$ cat src/rtl/de0_vga_timing.sv
// de0_vga_timing
//   VGA timing generator for a 1280x1024 raster on a 1688 x 1066 total grid,
//   one pixel per clk_50 edge. Produces registered colour and sync outputs
//   that are mutually aligned one clock behind the counters.
//
// Ports
//   clk_50      in   system/pixel clock
//   reset       in   synchronous active-high reset
//   pixel_color in   {R[11:8], G[7:4], B[3:0]} for the current counter position
//   VGA_BUS_R/G/B out registered colour, forced to 0 outside the active area
//   VGA_HS/VS   out  registered active-high syncs
//   X_pix/Y_pix out  horizontal / vertical counter registers
//   H_visible/V_visible out  combinational active-area flags from the counters
//   pixel_clk   out  clk_50 passed straight through
//   pixel_cnt   out  frame counter, wraps 1023 -> 0
module de0_vga_timing (
  input  logic        clk_50,
  input  logic        reset,
  input  logic [11:0] pixel_color,
  output logic [3:0]  VGA_BUS_R,
  output logic [3:0]  VGA_BUS_G,
  output logic [3:0]  VGA_BUS_B,
  output logic        VGA_HS,
  output logic        VGA_VS,
  output logic [10:0] X_pix,
  output logic [10:0] Y_pix,
  output logic        H_visible,
  output logic        V_visible,
  output logic        pixel_clk,
  output logic [9:0]  pixel_cnt
);

  localparam logic [10:0] H_ACTIVE = 11'd1280;
  localparam logic [10:0] H_SYNC_S = 11'd1328;
  localparam logic [10:0] H_SYNC_E = 11'd1439;
  localparam logic [10:0] H_LAST   = 11'd1687;

  localparam logic [10:0] V_ACTIVE = 11'd1024;
  localparam logic [10:0] V_SYNC_S = 11'd1025;
  localparam logic [10:0] V_SYNC_E = 11'd1027;
  localparam logic [10:0] V_LAST   = 11'd1065;

  logic [10:0] x_cnt;
  logic [10:0] y_cnt;
  logic [9:0]  frame_cnt;
  logic        x_wrap;
  logic        frame_wrap;

  assign x_wrap     = (x_cnt == H_LAST);
  assign frame_wrap = x_wrap && (y_cnt == V_LAST);

  assign X_pix     = x_cnt;
  assign Y_pix     = y_cnt;
  assign H_visible = (x_cnt < H_ACTIVE);
  assign V_visible = (y_cnt < V_ACTIVE);
  assign pixel_cnt = frame_cnt;
  assign pixel_clk = clk_50;

  always_ff @(posedge clk_50) begin
    if (reset) begin
      x_cnt     <= '0;
      y_cnt     <= '0;
      frame_cnt <= '0;
      VGA_BUS_R <= '0;
      VGA_BUS_G <= '0;
      VGA_BUS_B <= '0;
      VGA_HS    <= 1'b0;
      VGA_VS    <= 1'b0;
    end else begin
      if (x_wrap) begin
        x_cnt <= '0;
        if (y_cnt == V_LAST) begin
          y_cnt <= '0;
        end else begin
          y_cnt <= y_cnt + 11'd1;
        end
      end else begin
        x_cnt <= x_cnt + 11'd1;
      end

      // Frame counter relies on natural 10-bit rollover for 1023 -> 0.
      if (frame_wrap) begin
        frame_cnt <= frame_cnt + 10'd1;
      end

      // Colour and syncs are decoded from the same counter state, so they
      // emerge together one clock after the position they describe.
      if (H_visible && V_visible) begin
        VGA_BUS_R <= pixel_color[11:8];
        VGA_BUS_G <= pixel_color[7:4];
        VGA_BUS_B <= pixel_color[3:0];
      end else begin
        VGA_BUS_R <= '0;
        VGA_BUS_G <= '0;
        VGA_BUS_B <= '0;
      end

      VGA_HS <= (x_cnt >= H_SYNC_S) && (x_cnt <= H_SYNC_E);
      VGA_VS <= (y_cnt >= V_SYNC_S) && (y_cnt <= V_SYNC_E);
    end
  end

endmodule

$ cat config.mk
export PLATFORM = sky130hd
export DESIGN_NAME = de0_vga_timing
export DESIGN_NICKNAME = d
export VERILOG_FILES = /design/src/rtl/de0_vga_timing.sv
export SDC_FILE = /design/constraint.sdc
export NUM_CORES = 1
export LEC_CHECK = 0
export CAP_MARGIN = 30
export CELL_PAD_IN_SITES_DETAIL_PLACEMENT = 1
export CELL_PAD_IN_SITES_GLOBAL_PLACEMENT = 1
export CORE_MARGIN = 5
export CORE_UTILIZATION = 34
export DETAILED_ROUTE_END_ITERATION = 8
export GPL_TIMING_DRIVEN = 0
export PLACE_DENSITY = 0.76
export SLEW_MARGIN = 20
export SYNTH_ARGS = -nofsm -noshare
export SYNTH_HDL_FRONTEND = slang
export SYNTH_SLANG_ARGS = --single-unit
$ cat constraint.sdc
create_clock -name clk_50 -period 2.9 [get_ports clk_50]
set_input_delay 0.29 -clock clk_50 [delete_from_list [all_inputs] [get_ports clk_50]]
set_output_delay 0.29 -clock clk_50 [all_outputs]
set_load 0.01 [all_outputs]
==> flow_summary.ini <==
[synth]
ys_seq_area_frac = 0.457
synth.distinct_cells = 41
synth.avg_cell_area_um2 = 8.91
synth_nets = 244
synthesis.area_um2 = 2010
ys_seq_elements = 46
yosysWarnings = 0
synth-async-reset-ratio = 0
synthCells = 226
synth_ff_type = dfxtp_1
synth_edf_count = 0

[placed_design]
portBuffers = 61
dp_slack_ps = 598
dp_hpwl_mm = 4.20
gp_congestion = 0.779
dp_cells = 362

[grt]
grt_usage = 0.156
grt_pass1_vias = 1968
antenna_found_initial = 0
gr-total-overflow = 0
grt_first_pass_wirelength_mm = 9.35
grt_max_degree = 16

[floorplan]
core_area_um2 = 5850
die_h_um = 87.0
dieArea_um2 = 7560
std_cell_rows = 28
boundaryPins = 63
start_util = 0.344
fp.dieW_um = 87.0

[route]
drtIter0Drc = 68
dr_total_vias = 1943
routed_wl_mm = 5.65
remaining_drc_errors = 0
firstDrtPassIters = 4
ant_nets = 0
via_per_inst = 5.21
routedWlPerCell_um = 15.2

[critical_path]
rr_worst_depth = 6
r2r_slack_ps = 630
startpoint_type = clock port
crit_chain = clkbuf_8, clkbuf_8, buf_4, clkdlybuf4s50_1
r2r-end = X_pix[10]$_SDFF_PP0_
worst_path_max_delay_cell = clkdlybuf4s50_1
critPathMaxStageDelay_ps = 470
path_max_fanout = 2
crit_family = buffers and inverters
cpMostUsedCell = clkbuf_8
critPathBufInv = 4
critPathCaptureType = output pin
worstPathRequired_ps = 2610
cp.arrival_ps = 2260
worstSetupPathType = clock port to output pin
timing.rr.start = X_pix[7]$_SDFF_PP0_

[pwr]
p_leak_nw = 0.967
p_per_area_nw_per_um2 = 479
vdd_drop_max_uv = 420

[sta]
slew_headroom = 0.629
worst_pin_slew_ps = 553
rsz0062_at_grt = false
finClkSkew_ps = 9.12
worst_slack_ps = 352
finalHoldViolations = 0
slew_viol_final = 0
tns_ps = 0
setup_viol = 0

[layout]
num_antenna_cells = 0
fin_cells = 373
nNetsFinal = 315
area_delta_synth_final_pct = 42.7
drive_gt1_frac = 0.0772
final_cell_mix = clkdlybuf4s50_1, dfxtp_1, nor2_1
layout_commonest_cell = clkdlybuf4s50_1

[min_path]
hold_end = pixel_cnt[9]$_SDFFE_PP0P_
min_from = reset
hp-class = input port to flip-flop
holdPathStages = 3

[clock_tree]
insertion_delay_ps = 410
path_clk_slew_ps = 90
cts-resized-gates = 0
cts_tree = done
postCtsSetupRepairBufs = 0
cts_hold_buf = 0

[run]
max_cap_viol_count = 0

[outcome]
status = finished clean
==> power by group <==
part           internal [mW]  total, mW  leakage (nW)  switching (mW)
Clock                  0.384      0.641        0.0807           0.257
Combinational         0.0481     0.0816         0.512          0.0334
Sequential             0.645      0.654         0.375         0.00950
==> tightest hold or removal path: stages <==
cell,delay [ps]
clkbuf_1,200
nor2_1,130
mux2_2,140
==> per-stage QoR <==
stage	utilization	total power [mW]	instance area, um2	hold slack (ps)
2_1_floorplan	-	0.727	2010	382
3_3_place_gp	0.465	0.803	2720	448
3_5_place_dp	0.465	0.807	2720	471
4_1_cts	0.491	1.40	2870	381
5_1_grt	0.491	1.44	2870	394
6_report	0.491	1.38	2870	382
==> state kept, by name, summed over array words and instances (netlist names) <==
name       cells
X_pix         11
Y_pix         11
pixel_cnt     10
VGA_BUS_B      4
VGA_BUS_G      4
VGA_BUS_R      4
VGA_HS         1
VGA_VS         1
==> routing by layer <==
metal	routed length (um)	vias to the layer above	global-route usage
li1	-	948	-
met1	2500	942	0.195
met2	2800	48	0.251
met3	283	5	0.0445
met4	68	0	0.0666
met5	0	-	0
==> worst max-delay path by stage <==
| stage | startpoint | endpoint | slack, ps | cells after the start |
|---|---|---|---|---|
| global route | clk_50 | pixel_clk | 330 | 4 |
| detailed placement | clk_50 | pixel_clk | 600 | 2 |
| CTS | clk_50 | pixel_clk | 340 | 4 |
| finish | clk_50 | pixel_clk | 350 | 4 |
| global placement | clk_50 | pixel_clk | 600 | 2 |
| floorplan | X_pix[4]$_SDFF_PP0_ | pixel_cnt[9]$_SDFFE_PP0P_ | 780 | 5 |
==> synth_stat cells, types with 2 or more instances <==
| cell type | number | share of area |
|---|---|---|
| or4_1 | 2 | 0.0075 |
| or2_2 | 4 | 0.012 |
| inv_1 | 8 | 0.015 |
| or3_1 | 8 | 0.025 |
| o21ai_0 | 8 | 0.020 |
| and4_1 | 3 | 0.013 |
| xnor2_1 | 7 | 0.030 |
| nor3_1 | 5 | 0.012 |
| nor2_1 | 20 | 0.037 |
| nand4_1 | 8 | 0.025 |
| dfxtp_1 | 46 | 0.46 |
| o311ai_0 | 4 | 0.017 |
| nor3b_1 | 2 | 0.0075 |
| a211oi_1 | 3 | 0.011 |
| and3_1 | 5 | 0.016 |
| xor2_1 | 6 | 0.026 |
| mux2_2 | 2 | 0.011 |
| clkbuf_1 | 9 | 0.017 |
| nand2_1 | 15 | 0.028 |
| a21oi_1 | 9 | 0.022 |
| ha_1 | 4 | 0.025 |
| o41ai_1 | 4 | 0.017 |
| and2_1 | 13 | 0.040 |
| nand3_1 | 11 | 0.027 |
| nor4_1 | 4 | 0.012 |
==> cell type report <==
class	count	area (um2)
Tap cell	75	93.8
Clock buffer	9	120
Buffer	11	46.3
Sequential cell	46	921
Fill cell	672	2980
Clock inverter	3	45.0
Timing Repair Buffer	60	601
Inverter	8	30.0
Multi-Input combinational cell	161	1020
==> logic make-up (layout without fill, tap and decap cells) <==
family                   count (synthesis)  count (layout)  synth area share
flip-flops                              46              46             0.457
adder cells (fa/ha/maj)                  4               4            0.0248
buffers and inverters                   19              91            0.0379
AND/OR/NAND/NOR                        107             107             0.297
multiplexers                             2               2            0.0112
XOR/XNOR                                13              13            0.0565
AO/OA/AOI/OAI                           35              35             0.116
Power figures use the tool's default switching activity.
